### src/rtl/rr_arb8.sv
// rr_arb8: 8-requester round-robin arbiter with registered grant/select held for a whole burst.
// Optional beat-count burst limit enabled by defining ARB_BURST_LIMIT_EN.

module rr_arb8_chk (
  input logic       clk,
  input logic       rst_n,
  input logic [7:0] grant,
  input logic [2:0] sel,
  input logic       gnt_valid,
  input logic       owner_last
);

  a_grant_onehot0: assert property (@(posedge clk) disable iff (!rst_n)
    $onehot0(grant));

  a_grant_matches_sel: assert property (@(posedge clk) disable iff (!rst_n)
    grant[sel] == gnt_valid);

  a_last_needs_valid: assert property (@(posedge clk) disable iff (!rst_n)
    owner_last |-> gnt_valid);

endmodule

module rr_arb8 #(
  parameter int MAX_BURST = 16,
  parameter int CNT_W     = 8
) (
  input  logic       clk,
  input  logic       rst_n,
  input  logic [7:0] req,
  input  logic       beat,
  output logic [7:0] grant,
  output logic [2:0] sel,
  output logic       gnt_valid,
  output logic       owner_last
);

  typedef enum logic [0:0] {
    IDLE = 1'b0,
    BUSY = 1'b1
  } state_t;

  // {found, index}: first requester at or after start_v, wrapping modulo 8.
  function automatic logic [3:0] pick_winner(input logic [7:0] req_v, input logic [2:0] start_v);
    logic [3:0] res_v;
    logic [2:0] idx_v;
    res_v = 4'b0000;
    for (int k = 7; k >= 0; k--) begin
      idx_v = start_v + 3'(k);
      res_v = req_v[idx_v] ? {1'b1, idx_v} : res_v;
    end
    return res_v;
  endfunction

  function automatic logic [7:0] onehot8(input logic [2:0] idx_v);
    return 8'h01 << idx_v;
  endfunction

  state_t     state_q, state_d;
  logic [7:0] grant_q, grant_d;
  logic [2:0] sel_q, sel_d;
  logic [2:0] ptr_q, ptr_d;
  logic       gnt_valid_q, gnt_valid_d;
  logic [3:0] idle_win_s;
  logic [3:0] next_win_s;

  assign idle_win_s = pick_winner(req, ptr_q);
  // Searching from sel+1 covers both a release (owner bit already clear) and a forced re-arbitration.
  assign next_win_s = pick_winner(req, sel_q + 3'd1);

`ifdef ARB_BURST_LIMIT_EN
  localparam logic [CNT_W-1:0] LAST_CNT = CNT_W'(MAX_BURST - 1);

  logic [CNT_W-1:0] cnt_q, cnt_d;
  logic             owner_last_q, owner_last_d;
`endif

  // Next-state: arbitration, burst hold and hand-off.
  always_comb begin
    state_d     = state_q;
    grant_d     = grant_q;
    sel_d       = sel_q;
    ptr_d       = ptr_q;
    gnt_valid_d = gnt_valid_q;
`ifdef ARB_BURST_LIMIT_EN
    cnt_d       = cnt_q;
`endif
    case (state_q)
      IDLE: begin
        if (idle_win_s[3]) begin
          state_d     = BUSY;
          grant_d     = onehot8(idle_win_s[2:0]);
          sel_d       = idle_win_s[2:0];
          gnt_valid_d = 1'b1;
`ifdef ARB_BURST_LIMIT_EN
          cnt_d       = '0;
`endif
        end else begin
          grant_d     = 8'h00;
          gnt_valid_d = 1'b0;
        end
      end
      BUSY: begin
        if (!req[sel_q]) begin
          ptr_d = sel_q + 3'd1;
          if (next_win_s[3]) begin
            grant_d     = onehot8(next_win_s[2:0]);
            sel_d       = next_win_s[2:0];
            gnt_valid_d = 1'b1;
`ifdef ARB_BURST_LIMIT_EN
            cnt_d       = '0;
`endif
          end else begin
            state_d     = IDLE;
            grant_d     = 8'h00;
            gnt_valid_d = 1'b0;
          end
        end
`ifdef ARB_BURST_LIMIT_EN
        else if (beat && owner_last_q) begin
          // Owner still requests, so the search always finds someone (possibly the owner itself).
          ptr_d       = sel_q + 3'd1;
          grant_d     = onehot8(next_win_s[2:0]);
          sel_d       = next_win_s[2:0];
          gnt_valid_d = 1'b1;
          cnt_d       = '0;
        end else if (beat) begin
          cnt_d = cnt_q + CNT_W'(1);
        end
`endif
        else begin
          grant_d = grant_q;
        end
      end
      default: begin
        state_d     = IDLE;
        grant_d     = 8'h00;
        gnt_valid_d = 1'b0;
      end
    endcase
  end

`ifdef ARB_BURST_LIMIT_EN
  assign owner_last_d = gnt_valid_d && (cnt_d == LAST_CNT);

  // Beat counter and registered last-beat flag.
  always_ff @(posedge clk or negedge rst_n) begin
    if (!rst_n) begin
      cnt_q        <= '0;
      owner_last_q <= 1'b0;
    end else begin
      cnt_q        <= cnt_d;
      owner_last_q <= owner_last_d;
    end
  end

  assign owner_last = owner_last_q;
`else
  logic unused_s;
  assign unused_s   = ^{beat, CNT_W'(MAX_BURST)};
  assign owner_last = 1'b0;
`endif

  // Arbiter state and registered outputs.
  always_ff @(posedge clk or negedge rst_n) begin
    if (!rst_n) begin
      state_q     <= IDLE;
      grant_q     <= 8'h00;
      sel_q       <= 3'd0;
      ptr_q       <= 3'd0;
      gnt_valid_q <= 1'b0;
    end else begin
      state_q     <= state_d;
      grant_q     <= grant_d;
      sel_q       <= sel_d;
      ptr_q       <= ptr_d;
      gnt_valid_q <= gnt_valid_d;
    end
  end

  assign grant     = grant_q;
  assign sel       = sel_q;
  assign gnt_valid = gnt_valid_q;

  rr_arb8_chk u_chk (
    .clk        (clk),
    .rst_n      (rst_n),
    .grant      (grant_q),
    .sel        (sel_q),
    .gnt_valid  (gnt_valid_q),
    .owner_last (owner_last)
  );

endmodule

### config.mk
export PLATFORM = sky130hd
export DESIGN_NAME = rr_arb8
export DESIGN_NICKNAME = d
export VERILOG_FILES = /design/src/rtl/rr_arb8.sv
export SDC_FILE = /design/constraint.sdc
export NUM_CORES = 1
export LEC_CHECK = 0
export ABC_AREA = 1
export BUFFER_PORTS_ARGS = -buffer_cell sky130_fd_sc_hd__clkbuf_2
export CAP_MARGIN = 25
export CORE_ASPECT_RATIO = 0.5
export CORE_MARGIN = 5
export CORE_UTILIZATION = 46
export DETAILED_ROUTE_END_ITERATION = 10
export SYNTH_ARGS = -nofsm -noshare
export SYNTH_HDL_FRONTEND = slang
export SYNTH_SLANG_ARGS = --single-unit
export TNS_END_PERCENT = 50
### constraint.sdc
create_clock -name clk -period 3.2 [get_ports clk]
set_input_delay 0.48 -clock clk [delete_from_list [all_inputs] [get_ports clk]]
set_output_delay 0.48 -clock clk [all_outputs]
set_load 0.1 [all_outputs]
* Yosys cells after proc, flatten, opt, wreduce, memory -nomap -nowiden
Index checks and enable logic that the tools add are counted.
Operators by class: add/sub/neg operators 15, $lt $le $gt $ge 17, eq/ne operators 3, shift operators 2, muxes and demuxes 64, bitwise logic cells 2, reduce and logical (&&, ||, !) cells 2
Operators by type and width (count):
- $lt 3x4->1 const B | 17
- $mux 4 | 16
- $bmux 1 s3 | 17
- $add 3x3->3 const B | 8
- $mux 8 | 3
- $mux 1 | 21
- $pmux 8 s2 | 1
- $shl 1x3->8 const A | 2
- $add 3x2->3 const B | 4
- $add 3x1->3 const B | 3
- $mux 3 | 3
- $pmux 3 s2 | 1
- $ne 2x2->1 const B | 2
- $pmux 1 s2 | 2
- $reduce_and 3->1 | 1
- $ne 2x1->1 const B | 1
- $not 1->1 | 2
- $reduce_and 2->1 | 1
Word-level totals: register bits 16, output and inout bits 13, word-level logic and storage cells 110

* Depth between registers and ports, before layout
depth after elaboration 16, mapped depth 23, gate-level depth less buffers 22

* Least setup slack after synthesis
OpenSTA, ideal clock, no wires.
path type flip-flop to flip-flop, from register sel_q[0], in the netlist sel[0], to register grant_q[2], in the netlist grant[2], setup time 0.072 ns, arrival 3.086 ns, required time 3.128 ns, slack 0.042 ns, cell stages (with the launch flop) 21, period minus slack after synthesis 3.158 ns, cell sequence dfrtp_1 > inv_2 > buf_12 > ha_1 > inv_2 > nand2_1 > nand2_2 > nand2_1 > nand2_2 > nand2_1 > nand2_2 > inv_1 > nand3_1 > nand2_1 > nand2_1 > nand2_2 > a21oi_2 > nand3_1 > nor2_1 > nor2_1 > nor2_1
Between the ends: word-level cells in the longest chain between the ends 16, elaborated cells on any way between the ends 39, classes of those cells 8 x add/sub; 1 x eq/ne; 1 x shift; 29 x mux
RTL lines:
- start: declaration | RTL line 61 | logic [2:0] sel_q, sel_d;
- start signal: assignment | RTL line 175 | sel_q <= sel_d;
- $add 3x1->3 | RTL line 69 | assign next_win_s = pick_winner(req, sel_q + 3'd1);
- $add 3x3->3 | RTL line 49 | idx_v = start_v + 3'(k);
- $bmux 1 s3 | RTL line 50 | res_v = req_v[idx_v] ? {1'b1, idx_v} : res_v;
- $mux 1 (not written as such) | RTL line 50
- $mux 4 (8 in a row) | RTL line 50
- $shl 1x3->8 | RTL line 56 | return 8'h01 << idx_v;
- $mux 8 | RTL line 106 | if (next_win_s[3]) begin
- $mux 8 | RTL line 104 | if (!req[sel_q]) begin
- $pmux 8 s2 | RTL line 88 | case (state_q)
- end signal: assignment | RTL line 174 | grant_q <= grant_d;
- end: declaration | RTL line 60 | logic [7:0] grant_q, grant_d;
Several ways; a longest one is shown, not always the timed one. The select of a mux whose other input is x is not followed. A chain may end at the register's enable or synchronous reset.

* Worst setup path in the final report
from register ptr_q[0], to register grant_q[6], in the netlist grant[6]
Between the ends: word-level cells in the longest chain between the ends 14, elaborated cells on any way between the ends 34, classes of those cells 7 x add/sub; 1 x shift; 26 x mux
RTL lines:
- start: declaration | RTL line 62 | logic [2:0] ptr_q, ptr_d;
- start signal: assignment | RTL line 176 | ptr_q <= ptr_d;
- $add 3x3->3 | RTL line 49
- $bmux 1 s3 | RTL line 50
- $mux 1 (not written as such) | RTL line 50
- $mux 4 (7 in a row) | RTL line 50
- $mux 4 (*) | RTL line 50
- $shl 1x3->8 | RTL line 56
- $mux 8 (*) | RTL line 90 | if (idle_win_s[3]) begin
- $pmux 8 s2 (*) | RTL line 88
Every way passes the cells marked *; elsewhere a longest branch is shown, timed or not. The select of a mux whose other input is x is not followed.

==> results.md <==
| Step | Quantity | Reported |
|:---|:---|:---|
| job | Max-capacitance violation count | 0 |
| timing | Number of hold violations in the final report | 0 |
| clock tree | Number of H-tree levels | 1 |
| worst setup path | Crit path arrival time | 2.96 ns |
| grt | Via count of the first global-routing pass | 2,410 |
| worst setup path | Crit end category | flip-flop |
| timing | Summed negative setup slack over all endpoints | 0 ns |
| yosys | Post-synth ARST share | 1.00 |
| routing | Wire length on met1 | 2930 µm |
| worst setup path | Critical Path Source Type | flip-flop |
| yosys | Post-Synthesis Mean Instance Area | 5.28 µm² |
| place | Global placement routability congestion | 0.910 |
| routing | Drt via density | 5.10 |
| die | Floorplan die area | 6540 µm² |
| die | Core Footprint | 4860 µm² |
| clock tree | Clk sink count | 16 |
| finish | Most used cells in the layout excluding fill and tap cells | sky130_fd_sc_hd__nand2_1, sky130_fd_sc_hd__nand3_1, sky130_fd_sc_hd__inv_1 |
| routing | Number of design rule violations left after detail routing | 0 |
| yosys | Count of different cell masters after synthesis | 22 |
| routing | Antenna Violating Nets Remaining | 0 |
| die | Die height | 59.7 µm |
| finish | Proportion of layout cells with a drive suffix above 1 | 0.157 |
| finish | Nets | 468 |
| timing | Tcrit/Tclk final | 0.880 |
| routing | Amount of wire on met2 after detailed routing | 3230 µm |
| grt | Pin count of the biggest net entering global routing | 17 |
| routing | Total wire length | 6600 µm |
| grt | Wire length of the first global-routing pass | 11,000 µm |
| clock tree | PostCTS Resize Cnt | 0 |
| die | Io pins | 24 |
| finish | Area growth from synthesis to layout | 8.80% |
| clock tree | Clock-pin slew on the worst setup and hold paths | 0.07 ns |
| worst setup path | Ordered cell list for the critical path | inv_2 > ha_1 > inv_1 > nand3_1 > nand3_1 > nand2_1 > inv_1 > nand2_1 > nand2_1 > nand2_1 > nand2_1 > nand2_1 > nand2_1 > nand2_1 > nand2_2 > inv_1 > nand3_1 > nand2_1 > nor2_1 > nor2_1 |
| clock tree | # hold bufs at CTS | 0 |
| routing | Length of the first detailed-routing pass in iterations | 4 |
| yosys | Netlist area before placement | 2280 µm² |
| routing | Mean routed wirelength per cell | 12.6 µm |
| worst setup path | Maximum fanout encountered on the critical timing path | 12 |
| place | Buffers added on ports | 21 |
| clock tree | Setup Fix Bufs, Post-CTS | 0 |
| worst setup path | Cell repeated most along the worst path | sky130_fd_sc_hd__nand2_1 |
| yosys | Nets in the synthesized netlist | 446 |
| worst setup path | Type of the worst setup path | reg2reg |
| timing | Worst-case clock skew | 0.000778 ns |
| timing | Worst-Margin Slew | 0.546 ns |
| timing | Number of pins with negative max-slew slack in the final report | 0 |
| clock tree | Maximum buffer depth of the clock tree | 2 |
| routing | Drt initial violations | 235 |
| timing | Max_slew headroom | 0.637 |
| worst setup path | Critical-path cell with the highest stage delay | sky130_fd_sc_hd__dfrtp_1 |
| yosys | Synthesis warning total | 0 |
| clock tree | Root Driver | sky130_fd_sc_hd__clkbuf_8 |
| clock tree | Worst skew pair latency | 0.25 ns |
| worst setup path | Critical path data required time | 3.34 ns |
| clock tree | CTS tree | done |
| grt | Initial antenna violation count | 0 |
| die | Number of core rows | 18 |
| grt | GRT Residual Overflow | 0 |
| min path | Class of the tightest hold or removal check | in2async |
| yosys | Flops & latches, synth | 16 |
| die | Effective utilization at floorplan | 0.468 |
| place | Placed wire-length estimate after detailed placement | 5350 µm |
| routing | Vias post-DR | 2,661 |
| finish | Antenna Diode Count | 0 |
| clock tree | Clock buffer count from CTS | 3 |
| grt | All-Layer GR Usage | 0.215 |
| timing | Final critical delay including setup and external delays | 2.82 ns |
| die | Die width | 109 µm |
| yosys | Share of synthesized area occupied by flip-flops and latches | 0.176 |
| yosys | Most used flip-flop cell after synthesis | sky130_fd_sc_hd__dfrtp_1 |
| yosys | Count of flip-flops with a built-in enable after synthesis | 0 |
| routing | Highest Signal Layer | met4 |
| timing | Setup repair after global routing missed its margin | no |
| timing | Number of setup violations in the final report | 0 |
| yosys | Post-synthesis instance total | 431 |
| worst setup path | Largest stage delay on the critical path | 0.57 ns |
| timing | Achievable Freq | 355 MHz |
| status | Run status | complete, no violations |
| routing | Metal3 WL | 373 µm |
| finish | Leading cell type in the layout, fill and taps excluded | sky130_fd_sc_hd__nand2_1 |
| finish | Filler Cells Inserted | 533 |
[synthesized netlist by cell type (2+ instances only)]
library cell              count  area, µm²
sky130_fd_sc_hd__inv_2       10       37.5
sky130_fd_sc_hd__nand2_1    193        724
sky130_fd_sc_hd__inv_1       40        150
sky130_fd_sc_hd__nand2_2     20        125
sky130_fd_sc_hd__o21ai_0      9       45.0
sky130_fd_sc_hd__a21oi_1     16       80.1
sky130_fd_sc_hd__nand3_2      2       20.0
sky130_fd_sc_hd__buf_6        2       22.5
sky130_fd_sc_hd__nand3_1     70        350
sky130_fd_sc_hd__buf_4        2       15.0
sky130_fd_sc_hd__ha_1         4       50.1
sky130_fd_sc_hd__nor2_1      30        113
sky130_fd_sc_hd__dfrtp_1     16        400
sky130_fd_sc_hd__a21oi_2      3       26.3
sky130_fd_sc_hd__nand2_4      4       45.0
sky130_fd_sc_hd__nor2_2       4       25.0
[state kept, by name, summed over array words and instances (netlist names)]
name       count
ptr_q          3
grant          8
gnt_valid      1
state_q        1
sel            3
[through the flow]
| stage | utilization | cell area, µm² | hold WS [ns] | setup WS [ns] | instances |
|---|---|---|---|---|---|
| final | 0.509 | 2480 | 0.162 | 0.384 | 522 |
| after global routing | 0.509 | 2480 | 0.191 | 0.125 | 522 |
| after CTS | 0.509 | 2480 | 0.176 | 0.408 | 522 |
| after detailed placement | 0.498 | 2420 | 0.452 | 0.426 | 518 |
| after global placement | 0.498 | 2420 | 0.443 | 0.438 | 518 |
| after floorplan | - | 2280 | 0.184 | 0.0419 | 431 |
[kinds of logic (layout without fill, tap and decap cells)]
group,count (synthesis),after routing,synth area share
and+or+nand+nor,323,323,0.616
buffers and inverters,58,79,0.115
AOI/OAI and AO/OA,29,29,0.0693
DFF,16,16,0.176
adders and majority gates,4,4,0.0220
other,1,1,0.00165
[layout make-up]
type / instances / area, µm² / share of cell area
multi-input combinational: 357 / 1610 / 0.652
sequential: 16 / 400 / 0.162
inverter: 51 / 191 / 0.0773
timing repair buffer: 24 / 128 / 0.0515
tap: 70 / 87.6 / 0.0354
clock buffer: 4 / 55.1 / 0.0222
[layer usage]
metal,track usage,vias up
met5,0,-
met4,0.0373,0
met3,0.0334,8
met2,0.401,70
met1,0.268,1197
li1,-,1386
[worst max-delay path: cells and delay by family, from the launching register on]
kind,cells,cell delay [ns]
AND/OR/NAND/NOR,15,1.18
adder cells (fa/ha/maj),1,0.41
flip-flops,1,0.57
buffers and inverters,4,0.55
[path summary, 6_finish.rpt]
| kind | from | endpoint | slack [ns] | cells after the start |
|---|---|---|---|---|
| setup reg to reg | ptr_q[0] | grant[6] | 0.38 | 20 |
| min in group clk | grant[0] | grant[0] | 0.49 | 2 |
| setup / recovery | ptr_q[0] | grant[6] | 0.38 | 20 |
| max in group asynchronous | rst_n | sel[2] | 2.72 | 1 |
| hold reg to reg | grant[0] | grant[0] | 0.49 | 2 |
| hold / removal | rst_n | ptr_q[1] | 0.16 | 1 |
Power is not shown: default switching activity piles up to over one toggle a cycle in this logic, so the estimate is an artifact.
